<file path="src/rtl/lcd_pkg.sv">
// Shared types, wdata field map, time-to-cycle helpers and the power-on init ROM
// for the LCD command driver.
package lcd_pkg;

  typedef enum logic [2:0] {
    ST_IDLE,
    ST_SETUP,
    ST_PULSE,
    ST_HOLD,
    ST_EXEC,
    ST_INIT_WAIT
  } state_t;

  localparam int unsigned DATA_W     = 8;
  localparam int unsigned WD_RS      = 8;
  localparam int unsigned WD_RW      = 9;
  localparam int unsigned WD_CLR_OVR = 30;
  localparam int unsigned WD_ON      = 31;

`ifdef LCD_INIT_SEQ_EN
  localparam int unsigned INIT_LEN = 6;
  localparam logic [DATA_W-1:0] INIT_ROM [INIT_LEN] =
    '{8'h38, 8'h38, 8'h38, 8'h0C, 8'h01, 8'h06};
`endif

  // Round up so every interval is at least as long as the LCD datasheet asks for.
  function automatic longint unsigned ns_to_cycles(input longint unsigned t_ns,
                                                   input longint unsigned hz);
    return (t_ns * hz + 64'd999_999_999) / 64'd1_000_000_000;
  endfunction

  function automatic longint unsigned us_to_cycles(input longint unsigned t_us,
                                                   input longint unsigned hz);
    return (t_us * hz + 64'd999_999) / 64'd1_000_000;
  endfunction

  // Clear display / return home need the long execution time.
  function automatic logic is_long_cmd(input logic rs, input logic [DATA_W-1:0] d);
    return !rs && (d[7:2] == 6'd0) && (d[1:0] != 2'd0);
  endfunction

endpackage

</file>
<file path="src/rtl/lcd_timer.sv">
// Loadable down-counter for the bus/exec phase timing; holds at zero, done while zero.
module lcd_timer #(
  parameter int unsigned W       = 17,
  parameter int unsigned RST_VAL = 0
) (
  input  logic         clk,
  input  logic         rst_n,
  input  logic         load,
  input  logic [W-1:0] value,
  output logic         done
);

  logic [W-1:0] count_q;

  always_ff @(posedge clk or negedge rst_n) begin
    if (!rst_n) begin
      count_q <= W'(RST_VAL);
    end else if (load) begin
      count_q <= value;
    end else if (count_q != '0) begin
      count_q <= count_q - W'(1);
    end
  end

  assign done = (count_q == '0);

endmodule

</file>
<file path="src/rtl/lcd_cmd_driver.sv">
// Turns LSU stores to the LCD register into timed HD44780 write cycles with a one-entry
// pending buffer. Define LCD_INIT_SEQ_EN to run the power-on init sequence after reset.
module lcd_cmd_driver
  import lcd_pkg::*;
#(
  parameter int unsigned CLK_FREQ_HZ = 50_000_000,
  parameter int unsigned T_SETUP_NS  = 40,
  parameter int unsigned T_PULSE_NS  = 240,
  parameter int unsigned T_HOLD_NS   = 20,
  parameter int unsigned T_SHORT_US  = 40,
  parameter int unsigned T_LONG_US   = 1640
) (
  input  logic        i_clk,
  input  logic        i_reset,
  input  logic        i_lcd_we,
  input  logic [31:0] i_lcd_wdata,
  output logic        o_lcd_busy,
  output logic        o_lcd_ovr,
  output logic        o_lcd_on,
  output logic        o_lcd_rs,
  output logic        o_lcd_rw,
  output logic        o_lcd_en,
  output logic [7:0]  o_lcd_data
);

  localparam longint unsigned HZ = 64'(CLK_FREQ_HZ);
  localparam int unsigned SETUP_CYC = 32'(ns_to_cycles(64'(T_SETUP_NS), HZ));
  localparam int unsigned PULSE_CYC = 32'(ns_to_cycles(64'(T_PULSE_NS), HZ));
  localparam int unsigned HOLD_CYC  = 32'(ns_to_cycles(64'(T_HOLD_NS), HZ));
  localparam int unsigned SHORT_CYC = 32'(us_to_cycles(64'(T_SHORT_US), HZ));
  localparam int unsigned LONG_CYC  = 32'(us_to_cycles(64'(T_LONG_US), HZ));

`ifdef LCD_INIT_SEQ_EN
  localparam int unsigned INIT_WAIT_CYC  = 32'(us_to_cycles(64'd15_000, HZ));
  localparam int unsigned INIT_FIRST_CYC = 32'(us_to_cycles(64'd4_100, HZ));
  localparam int unsigned MAX_A   = (INIT_WAIT_CYC > LONG_CYC) ? INIT_WAIT_CYC : LONG_CYC;
  localparam int unsigned MAX_CYC = (INIT_FIRST_CYC > MAX_A) ? INIT_FIRST_CYC : MAX_A;
  localparam int unsigned TMR_RST = INIT_WAIT_CYC - 1;
  localparam state_t      RST_STATE = ST_INIT_WAIT;
  localparam logic        ON_RST    = 1'b1;
`else
  localparam int unsigned MAX_CYC = LONG_CYC;
  localparam int unsigned TMR_RST = 0;
  localparam state_t      RST_STATE = ST_IDLE;
  localparam logic        ON_RST    = 1'b0;
`endif
  localparam int unsigned TMR_W = $clog2(MAX_CYC + 1);

  state_t            state_q, state_d;
  logic              tmr_load, tmr_done;
  logic [TMR_W-1:0]  tmr_val, exec_val;
  logic              launch, launch_rs, pend_pop;
  logic [7:0]        launch_data;
  logic              pend_valid_q, pend_rs_q;
  logic [7:0]        pend_data_q;
  logic              rs_q, en_q, on_q, ovr_q;
  logic [7:0]        data_q;
  logic              store, drop;
  logic              unused_wdata;

`ifdef LCD_INIT_SEQ_EN
  logic              init_active_q, init_step, init_end;
  logic [2:0]        init_idx_q;
`endif

  // A write is buffered only when the bus is occupied; a full buffer drops it.
  assign store = i_lcd_we && !pend_valid_q && (state_q != ST_IDLE);
  assign drop  = i_lcd_we && pend_valid_q;
  assign unused_wdata = ^{i_lcd_wdata[29:10], i_lcd_wdata[WD_RW]};

  lcd_timer #(
    .W       (TMR_W),
    .RST_VAL (TMR_RST)
  ) u_timer (
    .clk   (i_clk),
    .rst_n (i_reset),
    .load  (tmr_load),
    .value (tmr_val),
    .done  (tmr_done)
  );

  // Exec wait is chosen from the pins, which hold the command currently on the bus.
  always_comb begin
    exec_val = is_long_cmd(rs_q, data_q) ? TMR_W'(LONG_CYC - 1) : TMR_W'(SHORT_CYC - 1);
`ifdef LCD_INIT_SEQ_EN
    if (init_active_q && (init_idx_q == 3'd1)) exec_val = TMR_W'(INIT_FIRST_CYC - 1);
`endif
  end

  always_ff @(posedge i_clk or negedge i_reset) begin
    if (!i_reset) state_q <= RST_STATE;
    else          state_q <= state_d;
  end

  always_comb begin
    state_d     = state_q;
    tmr_load    = 1'b0;
    tmr_val     = '0;
    launch      = 1'b0;
    launch_rs   = 1'b0;
    launch_data = 8'h00;
    pend_pop    = 1'b0;
`ifdef LCD_INIT_SEQ_EN
    init_step   = 1'b0;
    init_end    = 1'b0;
`endif
    case (state_q)
      ST_IDLE: begin
        if (pend_valid_q) begin
          launch      = 1'b1;
          launch_rs   = pend_rs_q;
          launch_data = pend_data_q;
          pend_pop    = 1'b1;
        end else if (i_lcd_we) begin
          launch      = 1'b1;
          launch_rs   = i_lcd_wdata[WD_RS];
          launch_data = i_lcd_wdata[7:0];
        end
      end
      ST_SETUP: begin
        if (tmr_done) begin
          state_d  = ST_PULSE;
          tmr_load = 1'b1;
          tmr_val  = TMR_W'(PULSE_CYC - 1);
        end
      end
      ST_PULSE: begin
        if (tmr_done) begin
          state_d  = ST_HOLD;
          tmr_load = 1'b1;
          tmr_val  = TMR_W'(HOLD_CYC - 1);
        end
      end
      ST_HOLD: begin
        if (tmr_done) begin
          state_d  = ST_EXEC;
          tmr_load = 1'b1;
          tmr_val  = exec_val;
        end
      end
      ST_EXEC: begin
        if (tmr_done) begin
`ifdef LCD_INIT_SEQ_EN
          init_end = init_active_q && (init_idx_q == 3'(INIT_LEN));
          if (init_active_q && !init_end) begin
            launch      = 1'b1;
            launch_data = INIT_ROM[init_idx_q];
            init_step   = 1'b1;
          end else
`endif
          if (pend_valid_q) begin
            launch      = 1'b1;
            launch_rs   = pend_rs_q;
            launch_data = pend_data_q;
            pend_pop    = 1'b1;
          end else begin
            state_d = ST_IDLE;
          end
        end
      end
`ifdef LCD_INIT_SEQ_EN
      ST_INIT_WAIT: begin
        if (tmr_done) begin
          launch      = 1'b1;
          launch_data = INIT_ROM[0];
          init_step   = 1'b1;
        end
      end
`endif
      default: state_d = ST_IDLE;
    endcase
    // Every launch enters SETUP straight away, from IDLE, EXEC or INIT_WAIT alike.
    if (launch) begin
      state_d  = ST_SETUP;
      tmr_load = 1'b1;
      tmr_val  = TMR_W'(SETUP_CYC - 1);
    end
  end

  always_ff @(posedge i_clk or negedge i_reset) begin
    if (!i_reset) begin
      rs_q         <= 1'b0;
      data_q       <= 8'h00;
      en_q         <= 1'b0;
      on_q         <= ON_RST;
      ovr_q        <= 1'b0;
      pend_valid_q <= 1'b0;
      pend_rs_q    <= 1'b0;
      pend_data_q  <= 8'h00;
    end else begin
      en_q <= (state_d == ST_PULSE);
      if (launch) begin
        rs_q   <= launch_rs;
        data_q <= launch_data;
      end
      if (pend_pop) pend_valid_q <= 1'b0;
      if (store) begin
        pend_valid_q <= 1'b1;
        pend_rs_q    <= i_lcd_wdata[WD_RS];
        pend_data_q  <= i_lcd_wdata[7:0];
      end
      if (i_lcd_we) on_q <= i_lcd_wdata[WD_ON];
      // A drop outranks a clear request carried by the same write.
      if (drop)                                    ovr_q <= 1'b1;
      else if (i_lcd_we && i_lcd_wdata[WD_CLR_OVR]) ovr_q <= 1'b0;
    end
  end

`ifdef LCD_INIT_SEQ_EN
  always_ff @(posedge i_clk or negedge i_reset) begin
    if (!i_reset) begin
      init_active_q <= 1'b1;
      init_idx_q    <= 3'd0;
    end else begin
      if (init_step) init_idx_q <= init_idx_q + 3'd1;
      if (init_end)  init_active_q <= 1'b0;
    end
  end
`endif

  assign o_lcd_busy = (state_q != ST_IDLE) | pend_valid_q;
  assign o_lcd_ovr  = ovr_q;
  assign o_lcd_on   = on_q;
  assign o_lcd_rs   = rs_q;
  assign o_lcd_rw   = 1'b0;
  assign o_lcd_en   = en_q;
  assign o_lcd_data = data_q;

endmodule

</file>
<file path="config.mk">
export PLATFORM = sky130hd
export DESIGN_NAME = lcd_cmd_driver
export DESIGN_NICKNAME = d
export VERILOG_FILES = /design/src/rtl/lcd_pkg.sv /design/src/rtl/lcd_timer.sv /design/src/rtl/lcd_cmd_driver.sv
export SDC_FILE = /design/constraint.sdc
export NUM_CORES = 1
export LEC_CHECK = 0
export CORE_ASPECT_RATIO = 0.5
export CORE_UTILIZATION = 30
export DETAILED_ROUTE_END_ITERATION = 6
export PLACE_DENSITY_LB_ADDON = 0.05
export SYNTH_ARGS = -nofsm -noshare
export SYNTH_HDL_FRONTEND = slang
export SYNTH_HIERARCHICAL = 1
export SYNTH_SLANG_ARGS = --single-unit
</file>
<file path="constraint.sdc">
create_clock -name i_clk -period 3.6 [get_ports i_clk]
set_clock_uncertainty 0.05 [all_clocks]
set_input_delay 0.36 -clock i_clk [delete_from_list [all_inputs] [get_ports i_clk]]
set_output_delay 0.36 -clock i_clk [all_outputs]
set_load 0.1 [all_outputs]
</file>
# Word-level counts from Yosys, hierarchy flattened
# Cells that the tools add are included.
word_totals:
  register_bits: 42
  word_cells: 72
  inputBits: 35
  out_inout_bits: 14
op_classes:
  n_bitwise: 1
  mux: 37
  add_sub_neg: 1
  reduce_logical: 18
  eq_ne: 5
op_table:
  columns: ["cell", "count"]
  rows:
  - ["two-way mux 17 bit", 5]
  - ["one-hot mux 17 bit (2 select lines)", 1]
  - ["two-way mux 8 bit", 4]
  - ["two-way mux 3 bit", 6]
  - ["zero test 17 bit", 1]
  - ["nonzero test 17 bit", 1]
  - ["subtractor 17 x 1 -> 17 bit, second input constant", 1]
  - ["one-hot mux 8 bit (2 select lines)", 1]
  - ["two-way mux 1 bit", 15]
  - ["one-hot mux 3 bit (5 select lines)", 1]
  - ["== test 3 x 2 -> 1 bit, second input constant", 3]
  - ["nonzero test 2 bit", 4]
  - ["logical AND 1 bit", 6]
  - ["zero test 6 bit", 1]
  - ["one-hot mux 1 bit (2 select lines)", 3]
  - ["two-way mux 4 bit", 1]
  - ["== test 3 x 1 -> 1 bit, second input constant", 1]
  - ["== test 3 bit, second input constant", 1]
  - ["zero test 3 bit", 1]
  - ["nonzero test 3 bit", 1]
  - ["OR reduction 3 bit", 1]
  - ["zero test 1 bit", 2]
  - ["OR 1 bit", 1]

# Depth between registers and ports, before layout
logic_depth:
  depth_word: 8
  ltp_mapped: 15
  ltp_nobuf: 12

# Modules after synthesis
# The synthesis kept the hierarchy.
modules_own_cells:
  columns: ["module", "cells_per_inst", "n_inst", "area_per_inst_um2"]
  rows:
  - ["lcd_cmd_driver", 107, 1, 1219.9]
  - ["lcd_timer", 109, 1, 1033.5]

# Least setup slack after synthesis
# OpenSTA, ideal clock, no wires.
synth_path:
  kind: "reg2reg"
  start: "reg u_timer.count_q[0]"
  end: "reg u_timer.count_q[11]"
  path_stages_with_launch: 15
  t_required_ps: 3414
  setup_time_ps: 136
  slack_ps: 487
  synth_period_minus_slack_ps: 3113
  arrival_ps: 2927
  path_cell_list: "dfrtp_1 inv_1 ha_1 nor4b_1 nand2b_1 nor3_2 buf_2 inv_2 a21boi_0 o21ai_1 buf_2 o31ai_1 clkbuf_1 clkbuf_1 o31ai_1"
synth_via:
  elab_chain_cells: 5
synth_rtl:
  columns: ["element", "line", "rtl"]
  rows:
  - ["from (decl)", "lcd_timer.sv:13", "logic [W-1:0] count_q;"]
  - ["from (signal assigned)", "lcd_timer.sv:17", "count_q <= W'(RST_VAL);"]
  - ["from (signal assigned)", "lcd_timer.sv:19", "count_q <= value;"]
  - ["from (signal assigned)", "lcd_timer.sv:21", "count_q <= count_q - W'(1);"]
  - ["zero test 17 bit *", "lcd_timer.sv:25", "assign done = (count_q == '0);"]
  - ["net tmr_done", "lcd_cmd_driver.sv:50", "logic tmr_load, tmr_done;"]
  - ["two-way mux 1 bit (on tied branches)", null, null]
  - ["one-hot mux 1 bit (2 select lines) / two-way mux 1 bit (equally long branches)", null, null]
  - ["two-way mux 1 bit *", "lcd_cmd_driver.sv:173", "if (launch) begin"]
  - ["net tmr_load", "lcd_cmd_driver.sv:50", null]
  - ["two-way mux 17 bit / nonzero test 2 bit (equally long branches)", null, null]
# Mark *: on every way through the listed nets, which the timed path passes. The rest lies on a longest branch. The select of a mux whose other input is x is not followed.
# A chain may end at the register's enable or synchronous reset.

# Worst setup path after layout
layout_path:
  start: "reg state_q[2]"
  end: "out o_lcd_busy"
layout_via:
  elab_chain_cells: 2
layout_rtl:
  columns: ["element", "line", "rtl"]
  rows:
  - ["from (decl)", "lcd_cmd_driver.sv:49", "state_t state_q, state_d;"]
  - ["from (signal assigned)", "lcd_cmd_driver.sv:92", "else state_q <= state_d;"]
  - ["nonzero test 3 bit", "lcd_cmd_driver.sv:221", "assign o_lcd_busy = (state_q != ST_IDLE) | pend_valid_q;"]
  - ["OR 1 bit", "lcd_cmd_driver.sv:221", null]
  - ["to (decl)", "lcd_cmd_driver.sv:17", "output logic o_lcd_busy,"]
# No other way between the ends.

==> metrics.md <==
| Metric | Value |
|---|---|
| Adder-cell share of the synthesized area | 0.555% |
| CP endpoint kind | output port |
| PD cells | 878 nW/µm² |
| Cell area after synthesis | 2250 µm² |
| Switching Share | about 44% |
| Critical Path RT | 3190 ps |
| Worst-path clk slew | 60 ps |
| Synth Area in Simple Gates | 19.8% |
| Setup Fix Bufs, Post-CTS | 0 |
| Post-synth EDFFs | 0 |
| GRT overflow | 0 |
| Drt pass-1 iters | 4 |
| Seq pwr share | 35.2% |
| Critical Path AT | about 2500 ps |
| Setup violators final | 0 |
| Setup_tns | 0 ps |
| Initial antenna violation count | 0 |
| Core Area | around 7000 µm² |
| Leak | approximately 1.1 nW |
| TritonCTS Sinks | 42 |
| Yosys cell types | 50 |
| Ranking of synthesized cells by area | dfrtp_1, mux2_4, o31ai_1, a221o_1, nand2_1 |
| Max_cap viols | 0 |
| Async SR Flop Fraction | 100% |
| First-pass GRT wire length | around 9.0 mm |
| Top FF cell, synth | dfrtp_1 |
| Non-filler cells, final | 343 |
| Final ANT Viol Nets | 0 |
| Area growth from synthesis to layout | 24.5% |
| CP Max Fanout | 12 |
| Worst r2r dst | u_timer/count_q[10] |
| Post-synth top area cell | dfrtp_1 |
| Vias in the first global route | 1,781 |
| Drt drc | 0 |
| Crit share post-route | 81.8% |
| All-Layer GR Usage | approximately 15% |
| Sw Pwr | roughly 0.0011 W |
| Via count | 1,733 |
| Max Slew Vio Count | 0 |
| CP startpoint kind | flop |
| Yosys warns | 6 |
| Post-synthesis sequential area ratio | 46.6% |
| PortBufs | 26 |
| CTS resizes | 0 |
| Die Y | 63.3 µm |
| Antenna cells | 0 |
| Post-Synth XOR/XNOR Area | 4.66% |
| Io pins | a little under 50 |
| Die W | 125 µm |
| Drt via density | 5.05 |
| Max Fclk | 340 MHz |
| Initial core utilization | 32.4% |
| Final Core Density | 40.3% |
| Layout cells sized above 1 | 14.7% |
| Commonest cells in the netlist | dfrtp_1, nand2_1, nor2_1 |
| Hold Path Class | in2async |
| RSZ-0062 raised after global routing | no |
| H-Tree Depth | 2 |
| GP Congestion | ~0.69 |
| 1st-iter DRT viols | 65 |
| Multiplexer share of the synthesized area | 6.94% |
| Slew HR | 34.7% |
| Yosys reg bits | 42 |
| Clock Power Share | 18.5% |
| FP Rows | 21 |
| Cell internal pwr | 0.00139 W |
| Nets | roughly 290 |
| Final WL | around 5.2 mm |
| Post-CTS Hold Fix Bufs | 0 |
| Largest net degree at the start of global routing | 43 |
| R2R Setup Slk | about 900 ps |
| Power Total | 0.00246 W |
| Skew-Pair Late Insertion Delay | 280 ps |
| Post-synthesis compound-gate area fraction | around 18% |
| Synth top area share | ~47% |
| FF-to-FF Start | u_timer/count_q[0] |
| DP HPWL | 3.41 mm |
| CTS tree | yes |
| Min Tclk post-route | 2940 ps |
| Worst slew pin tran | ~980 ps |
| Placed insts | 335 |
| FF-to-FF path depth | 13 |
| Largest family of logic cells by synthesized area | simple AND/OR/NAND/NOR gates |
| Die area | 7880 µm² |
| Post-DR wirelength/cell | between 15 and 20 µm |
| Syn Area/Cell | 10.4 µm² |
| Final hold violations | 0 |
| Mapped Cells | between 200 and 250 |
| Maximum VDD drop | 0.507 mV |
| Clock buffer depth | 2 |
| Most frequent cell after synthesis | dfrtp_1 |
| WS Path Type | reg2out |
| Root Driver | clkbuf_16 |
| Combinational power share | between 40 and 50% |
| Num CTS Buffers | 5 |
| Outcome | finished, final reports clean |
## cell families after synthesis
group	Yosys count
and+or+nand+nor	81
AOI/OAI and AO/OA	52
DFF	42
buffers and inverters	16
xor gates and xnor gates	12
muxes	11
adders and majority gates	1
other	1
## layer usage
layer	share of wire, %	global-route usage (%)
met1	49	18.5
met2	47	24.3
met3	3.2	3.91
met4	1.4	5.42
met5	0	0
## power by group through the flow
stage,sequential (W),clock (W),combinational (W)
after floorplan,0.00120,0,0.000532
after global placement,0.000871,0,0.00114
after detailed placement,0.000872,0,0.00115
after CTS,0.000867,0.000476,0.00115
after global routing,0.000901,0.000501,0.00123
final,0.000868,0.000456,0.00114
## worst max path at each step
stage | slack, ps | from | cells past startpoint | to
floorplan | 490 | u_timer/count_q[0] | 14 | u_timer/count_q[11]
global placement | 890 | u_timer/count_q[0] | 13 | u_timer/count_q[10]
detailed placement | 860 | u_timer/count_q[0] | 13 | u_timer/count_q[10]
CTS | 640 | state_q[2] | 3 | o_lcd_busy
global route | 540 | u_timer/count_q[0] | 13 | u_timer/count_q[7]
finish | 660 | state_q[2] | 3 | o_lcd_busy
## worst max-delay path, stage by stage, from the launching register on
cell and delay, ps:
dfrtp_1 500, or3_4 460, or2_2 310, clkdlybuf4s50_1 970
## cells in the final DEF (no fill, tap or decap), types with 2 or more instances in the layout
cell type	count
a22oi_1	8
clkdlybuf4s50_1	25
nand2b_1	4
mux2_4	9
o31ai_1	13
o21ai_0	7
or3_1	2
inv_1	3
xor2_1	4
a21oi_1	3
a21boi_0	4
buf_4	6
conb_1	7
clkbuf_16	5
or4_1	2
nor2b_1	4
nor2_1	21
nand2_1	23
nor3_1	4
nor4_1	6
dfrtp_1	42
a221o_1	9
xnor2_1	8
## state kept, by name, summed over array words and instances (netlist names)
signal,count
pend_valid_q,1
o_lcd_on,1
state_q,3
o_lcd_ovr,1
o_lcd_en,1
pend_data_q,8
o_lcd_rs,1
u_timer/count_q,17
o_lcd_data,8
pend_rs_q,1
## cell type report
| cell class | count | area, µm² |
|---|---|---|
| Fill cell | 705 | 4160 |
| Multi-Input combinational cell | 164 | 1160 |
| Sequential cell | 42 | 1050 |
| Clock inverter | 1 | 5.00 |
| Tap cell | 92 | 115 |
| Timing Repair Buffer | 33 | 320 |
| Inverter | 4 | 15.0 |
| Clock buffer | 7 | 143 |
## stage by stage
| stage | hold WS (ps) | worst slack (ps) | area, µm² |
|---|---|---|---|
| 6_report | 181 | 657 | 2810 |
| 5_1_grt | 285 | 537 | 2810 |
| 4_1_cts | 226 | 642 | 2810 |
| 3_5_place_dp | 438 | 863 | 2660 |
| 3_3_place_gp | 430 | 887 | 2660 |
| 2_1_floorplan | 14.4 | 487 | 2280 |
Power figures use the tool's default switching activity.
